--- src/rtl/enemy_pkg.sv ---
// enemy_pkg: shared life-cycle states, default enemy constants and saturating add
package enemy_pkg;
   typedef enum logic [1:0] {DEAD = 2'd0, SPAWN = 2'd1, ALIVE = 2'd2, HURT = 2'd3} enemy_state_e;
   localparam int DEF_NUM_ATK = 2;
   localparam int DEF_COORD_W = 9;
   localparam int DEF_HP_W = 7;
   localparam int DEF_FULL_HP = 100;
   localparam logic [13:0] DEF_ATK_DMG = {7'd25, 7'd10};
   localparam int DEF_ENEMY_W = 26;
   localparam int DEF_ENEMY_H = 26;
   localparam int DEF_SPAWN_FRAMES = 30;
   localparam int DEF_INV_FRAMES = 8;
   localparam int DEF_ENEMY_DMG = 10;
   localparam int DEF_DMG_W = 10;
   localparam int DEF_SCORE_W = 10;
   function automatic logic [31:0] sat_add(input logic [31:0] a, input logic [31:0] b, input int unsigned w);
      logic [32:0] s, m;
      s = {1'b0, a} + {1'b0, b};
      m = (33'd1 << w) - 33'd1;
      return (s > m) ? m[31:0] : s[31:0];
   endfunction
endpackage

--- src/rtl/enemy_health_fsm_aabb_hit.sv ---
// aabb_hit: inclusive overlap test between the enemy hitbox and one attack box
module aabb_hit #(
   parameter int COORD_W = 9,
   parameter int ENEMY_W = 26,
   parameter int ENEMY_H = 26
) (
   input  logic               on,
   input  logic [COORD_W-1:0] ex,
   input  logic [COORD_W-1:0] ey,
   input  logic [COORD_W-1:0] ax,
   input  logic [COORD_W-1:0] ay,
   input  logic [COORD_W-1:0] aw,
   input  logic [COORD_W-1:0] ah,
   output logic               hit
);
   localparam int SW = COORD_W + 1;
   logic [SW-1:0] e_r, e_b, a_r, a_b;
   // one extra bit keeps right/bottom edges from wrapping near the screen limit
   assign e_r = SW'(ex) + SW'(ENEMY_W);
   assign e_b = SW'(ey) + SW'(ENEMY_H);
   assign a_r = SW'(ax) + SW'(aw);
   assign a_b = SW'(ay) + SW'(ah);
   assign hit = on & (e_r >= SW'(ax)) & (SW'(ex) <= a_r) & (e_b >= SW'(ay)) & (SW'(ey) <= a_b);
endmodule

--- src/rtl/enemy_health_fsm.sv ---
// enemy_health_fsm: per-enemy health, respawn, invulnerability and scoring controller
module enemy_health_fsm
   import enemy_pkg::*;
#(
   parameter int ENEMY_ID = 0,
   parameter int NUM_ATK = DEF_NUM_ATK,
   parameter int COORD_W = DEF_COORD_W,
   parameter int HP_W = DEF_HP_W,
   parameter int FULL_HP = DEF_FULL_HP,
   parameter logic [NUM_ATK*HP_W-1:0] ATK_DMG = DEF_ATK_DMG,
   parameter int ENEMY_W = DEF_ENEMY_W,
   parameter int ENEMY_H = DEF_ENEMY_H,
   parameter int SPAWN_FRAMES = DEF_SPAWN_FRAMES,
   parameter int INV_FRAMES = DEF_INV_FRAMES,
   parameter int ENEMY_DMG = DEF_ENEMY_DMG,
   parameter int DMG_W = DEF_DMG_W,
   parameter int SCORE_W = DEF_SCORE_W
) (
   input  logic                       Clk,
   input  logic                       Reset,
   input  logic                       Frame_Tick,
   input  logic [COORD_W-1:0]         Enemy_X,
   input  logic [COORD_W-1:0]         Enemy_Y,
   input  logic [NUM_ATK-1:0]         Atk_On,
   input  logic [NUM_ATK*COORD_W-1:0] Atk_X,
   input  logic [NUM_ATK*COORD_W-1:0] Atk_Y,
   input  logic [NUM_ATK*COORD_W-1:0] Atk_W,
   input  logic [NUM_ATK*COORD_W-1:0] Atk_H,
   input  logic [9:0]                 Respawn_Unit,
   input  logic                       Enemy_Attack_Valid,
   input  logic                       Godmode_On,
   output logic                       Enemy_Alive,
   output logic [HP_W-1:0]            Enemy_HP,
   output logic [1:0]                 Enemy_State,
   output logic [NUM_ATK-1:0]         Hit,
   output logic                       Killed,
   output logic [SCORE_W-1:0]         Enemy_Score,
   output logic [DMG_W-1:0]           Total_Damage,
   output logic [DMG_W-1:0]           Total_Damage_God
);
   enemy_state_e state, state_n;
   logic [15:0] rcnt, rcnt_n, fcnt, fcnt_n, target, dmg;
   logic [HP_W-1:0] hp_n;
   logic [NUM_ATK-1:0] ovl, hit_n;
   logic killed_n;
   logic [SCORE_W-1:0] score_n;
   logic [DMG_W-1:0] td_n, tg_n;
   assign target = 16'(Respawn_Unit) * 16'(ENEMY_ID + 1);
   for (genvar i = 0; i < NUM_ATK; i++) begin : g_hit
      aabb_hit #(.COORD_W(COORD_W), .ENEMY_W(ENEMY_W), .ENEMY_H(ENEMY_H)) u_hit (
         .on (Atk_On[i]),
         .ex (Enemy_X),
         .ey (Enemy_Y),
         .ax (Atk_X[i*COORD_W +: COORD_W]),
         .ay (Atk_Y[i*COORD_W +: COORD_W]),
         .aw (Atk_W[i*COORD_W +: COORD_W]),
         .ah (Atk_H[i*COORD_W +: COORD_W]),
         .hit(ovl[i])
      );
   end
   always_comb begin
      dmg = '0;
      for (int k = 0; k < NUM_ATK; k++) dmg = dmg + (ovl[k] ? 16'(ATK_DMG[k*HP_W +: HP_W]) : 16'd0);
   end
   always_comb begin
      state_n = state;
      rcnt_n = rcnt;
      fcnt_n = fcnt;
      hp_n = Enemy_HP;
      hit_n = '0;
      killed_n = 1'b0;
      score_n = Enemy_Score;
      td_n = Total_Damage;
      tg_n = Total_Damage_God;
      if (Frame_Tick) begin
         case (state)
            DEAD: begin
               if (rcnt == target) begin
                  state_n = SPAWN;
                  hp_n = HP_W'(FULL_HP);
                  rcnt_n = '0;
                  fcnt_n = '0;
               end else rcnt_n = rcnt + 16'd1;
            end
            SPAWN: begin
               if (fcnt == 16'(SPAWN_FRAMES - 1)) state_n = ALIVE;
               else fcnt_n = fcnt + 16'd1;
            end
            ALIVE: begin
               if (dmg >= 16'(Enemy_HP)) begin
                  state_n = DEAD;
                  hp_n = '0;
                  hit_n = ovl;
                  killed_n = 1'b1;
                  rcnt_n = '0;
                  score_n = SCORE_W'(sat_add(32'(Enemy_Score), 32'd1, SCORE_W));
               end else if (dmg != 16'd0) begin
                  state_n = HURT;
                  hp_n = Enemy_HP - HP_W'(dmg);
                  hit_n = ovl;
                  fcnt_n = '0;
               end
            end
            HURT: begin
               if (fcnt == 16'(INV_FRAMES - 1)) state_n = ALIVE;
               else fcnt_n = fcnt + 16'd1;
            end
            default: state_n = DEAD;
         endcase
         if (Enemy_Attack_Valid && (state == ALIVE || state == HURT)) begin
            if (Godmode_On) tg_n = DMG_W'(sat_add(32'(Total_Damage_God), 32'(ENEMY_DMG), DMG_W));
            else td_n = DMG_W'(sat_add(32'(Total_Damage), 32'(ENEMY_DMG), DMG_W));
         end
      end
   end
   always_ff @(posedge Clk) begin
      if (Reset) begin
         state <= DEAD;
         rcnt <= '0;
         fcnt <= '0;
         Enemy_HP <= '0;
         Hit <= '0;
         Killed <= 1'b0;
         Enemy_Score <= '0;
         Total_Damage <= '0;
         Total_Damage_God <= '0;
      end else begin
         state <= state_n;
         rcnt <= rcnt_n;
         fcnt <= fcnt_n;
         Enemy_HP <= hp_n;
         Hit <= hit_n;
         Killed <= killed_n;
         Enemy_Score <= score_n;
         Total_Damage <= td_n;
         Total_Damage_God <= tg_n;
      end
   end
   assign Enemy_State = state;
   assign Enemy_Alive = state != DEAD;
endmodule

--- config.mk ---
export PLATFORM = sky130hd
export DESIGN_NAME = enemy_health_fsm
export DESIGN_NICKNAME = d
export VERILOG_FILES = /design/src/rtl/enemy_pkg.sv /design/src/rtl/enemy_health_fsm_aabb_hit.sv /design/src/rtl/enemy_health_fsm.sv
export SDC_FILE = /design/constraint.sdc
export NUM_CORES = 1
export LEC_CHECK = 0
export CORE_UTILIZATION = 25
export DETAILED_ROUTE_END_ITERATION = 10
export PLACE_DENSITY_LB_ADDON = 0.2
export SYNTH_ARGS = -nofsm -noshare
export SYNTH_HDL_FRONTEND = slang
export SYNTH_SLANG_ARGS = --single-unit
--- constraint.sdc ---
create_clock -name Clk -period 13.3 [get_ports Clk]
set_input_delay 1.33 -clock Clk [delete_from_list [all_inputs] [get_ports Clk]]
set_output_delay 1.33 -clock Clk [all_outputs]
set_load 0.03 [all_outputs]
==> impl_metrics.tcl <==
set metrics [dict create \
    status "finished, final reports clean" \
    synth_top_area_share_pct 21.5 \
    clock-root-buffer "clkbuf_16" \
    grt.total_usage_pct 13.5 \
    critPathLaunchType "input port" \
    first_pass_iters 4 \
    fill_cells 3103 \
    via_per_inst 4.77 \
    hold_class "register to register" \
    clkPwrFrac_pct 35.1 \
    core_um2 28900 \
    post_cts_resized 0 \
    drtIter0Drc 333 \
    setup_tns_ns 0 \
    area_growth_pct 29.7 \
    vdd_ir_drop_max_uv 63.8 \
    synth.most_common_cell "ha_1" \
    drive_gt1_share_pct 3.74 \
    avgSynthCellArea_um2 7.97 \
    crit_arrival_ns 7.60 \
    synth_ff_type "dfxtp_1" \
    drv_cap 0 \
    path_clk_slew_ns 0.06 \
    postCtsSetupBuffers 0 \
    ys_top_cells_by_count "ha_1 (127), nor2_1 (92), dfxtp_1 (74)" \
    yosysWarnings 0 \
    wl_per_cell_um 13.9 \
    switchingPower_mw 0.212 \
    utilization_pct 33.1 \
    hpwl_mm 16.5 \
    clk-insertion-delay-late_ns 0.33 \
    setup_viol 0 \
    critical_path_class "input port to register" \
    ant_nets 0 \
    fin_nets 1304 \
    crit_fanout 19 \
    power.internal_mw 0.493 \
    end_kind "register" \
    rows 62 \
    seqCellArea_um2 1480 \
    cts_num_sinks 74 \
    io_pins 150 \
    p_per_area_nw_per_um2 73.7 \
    ys_ff_latch 74 \
    grt_pass1_wl_mm 33.8 \
    finalHoldViolCount 0 \
    syn_nets 1164 \
    port_buffers 149 \
    n_antenna_cell 0 \
    leakage_nw 3.89 \
    tightest_slew_ns 0.831 \
    grt_antenna_before_repair 0 \
    total_power_mw 0.705 \
    gp_congestion 0.809 \
    seqPwrFrac_pct 31.7 \
    netlist_area_um2 7370 \
    synth_edf_count 0 \
    seq_area_frac_synth_pct 20.1 \
    skew_ns 0.0106 \
    synth_top_area_cell "ha_1" \
    post-route-period-util_pct 55.2 \
    die_x_um 174 \
    overflow 0 \
    drc_errors 0 \
    grt_pass1_vias 6898 \
    vias 6930 \
    cts.htree.levels 3 \
    finalMaxSlewViolations 0 \
    cts-buffers-inserted 9 \
    design.die.area_um2 30200 \
    worstPathRequired_ns 13.55 \
    yosysUniqueCellTypes 68 \
    multi_input_area_um2 5550 \
    swShare_pct 30.1 \
    initial_core_util_pct 25.6 \
    hold_buffers 0 \
    synth.area.top_cells "ha_1 (22%), dfxtp_1 (20%), nor2_1 (4.7%), xnor2_1 (4.6%), xor2_1 (4.6%)" \
    combPwrFrac_pct 33.2 \
    fp.dieH_um 174 \
    slew_headroom_pct 44.2 \
    synthCells 925 \
    grt_max_degree 53 \
    wl_mm 20.2 \
    rsz0062_at_grt "false" \
    clk_path_buf_depth 2 \
    max_freq_ghz 0.136 \
    cts_tree "built" \
    fin_crit_ns 7.34 \
    ys_async_sr_fraction_pct 0 \
]
## cell families after synthesis
group	synth area share, %
adders and majority gates	22.9
buffers and inverters	4.72
DFF	20.1
AOI/OAI and AO/OA	20.1
muxes	0.271
xor gates and xnor gates	9.26
and+or+nand+nor	22.7
## power by group through the flow
stage / sequential (mW) / clock [mW] / combinational [mW]
after floorplan: 0.228 / 0 / 0.156
after global placement: 0.228 / 0 / 0.235
after detailed placement: 0.228 / 0 / 0.236
after CTS: 0.224 / 0.255 / 0.238
after global routing: 0.224 / 0.266 / 0.268
final: 0.224 / 0.248 / 0.234
## layout by cell type, fill, tap and decap left out, types with 23 or more instances in the layout
cell type,count
dfxtp_1,74
o21ai_0,51
inv_1,70
ha_1,127
nand3_1,27
nor3_1,26
nor2_1,92
nand4_1,26
xor2_1,39
xnor2_1,39
a21o_1,23
clkdlybuf4s50_1,148
a21oi_1,61
nand2_1,50
## path summary, 6_finish.rpt
check                                    start                           end  slack (ns)  cells after the start
setup / recovery                      Atk_Y[0]         rcnt[10]$_SDFFE_PP0P_        5.96                     26
hold reg to reg   Total_Damage[0]$_SDFFE_PP0P_  Total_Damage[0]$_SDFFE_PP0P_        0.47                      2
hold / removal    Total_Damage[0]$_SDFFE_PP0P_  Total_Damage[0]$_SDFFE_PP0P_        0.47                      2
setup reg to reg      Enemy_HP[3]$_SDFFE_PP0P_         rcnt[10]$_SDFFE_PP0P_       10.35                      8
## layer usage
layer / vias up / track usage [%] / part of all wire [%]
met4: 0 / 2.92 / 0.32
met5: - / 0 / 0
li1: 3635 / - / -
met3: 2 / 3.00 / 5.3
met2: 140 / 22.9 / 46
met1: 3153 / 17.4 / 48
## registers in the layout, indices dropped and copies added (netlist names)
name and flops:
Killed 1, Total_Damage_God 10, rcnt 16, fcnt 16, Enemy_State 2, Enemy_Score 10
Total_Damage 10, Hit 2, Enemy_HP 7
## worst max-delay path: stages
cell and delay (ns):
clkdlybuf4s50_1 0.45, ha_1 0.24, fa_1 0.40, a21o_1 0.20, a21oi_1 0.22, o21bai_1 0.09, a21oi_1 0.21, o21ai_0 0.15
xnor2_1 0.14, ha_1 0.29, nand3_1 0.09, nor3_1 0.05, a2111oi_0 0.30, o21ai_0 0.16, o211ai_1 0.35, or2_2 0.24
ha_1 0.15, inv_1 0.04, ha_1 0.36, nand3_1 0.14, nor3_1 0.37, a31oi_2 0.19, a21boi_2 0.64, nor3b_2 0.52
nand3b_1 0.13, a21oi_1 0.16
## stage by stage
stage / cell area, um^2 / setup slack (ns) / instances / hold slack (ns)
5_1_grt: 9560 / 5.33 / 1454 / 0.513
2_1_floorplan: 7370 / 7.26 / 925 / 0.457
4_1_cts: 9560 / 5.93 / 1454 / 0.478
3_5_place_dp: 9260 / 5.61 / 1438 / 0.470
6_report: 9560 / 5.96 / 1454 / 0.472
3_3_place_gp: 9260 / 5.76 / 1438 / 0.462
## layout make-up
class | count | area share (%)
repair buffers | 150 | 15.6
multi-input cells | 760 | 58.0
flip-flops and latches | 74 | 15.5
inverters | 70 | 2.75
clock inverters | 2 | 0.366
well taps | 384 | 5.02
clock buffers | 14 | 2.76
Power figures use the tool's default switching activity.
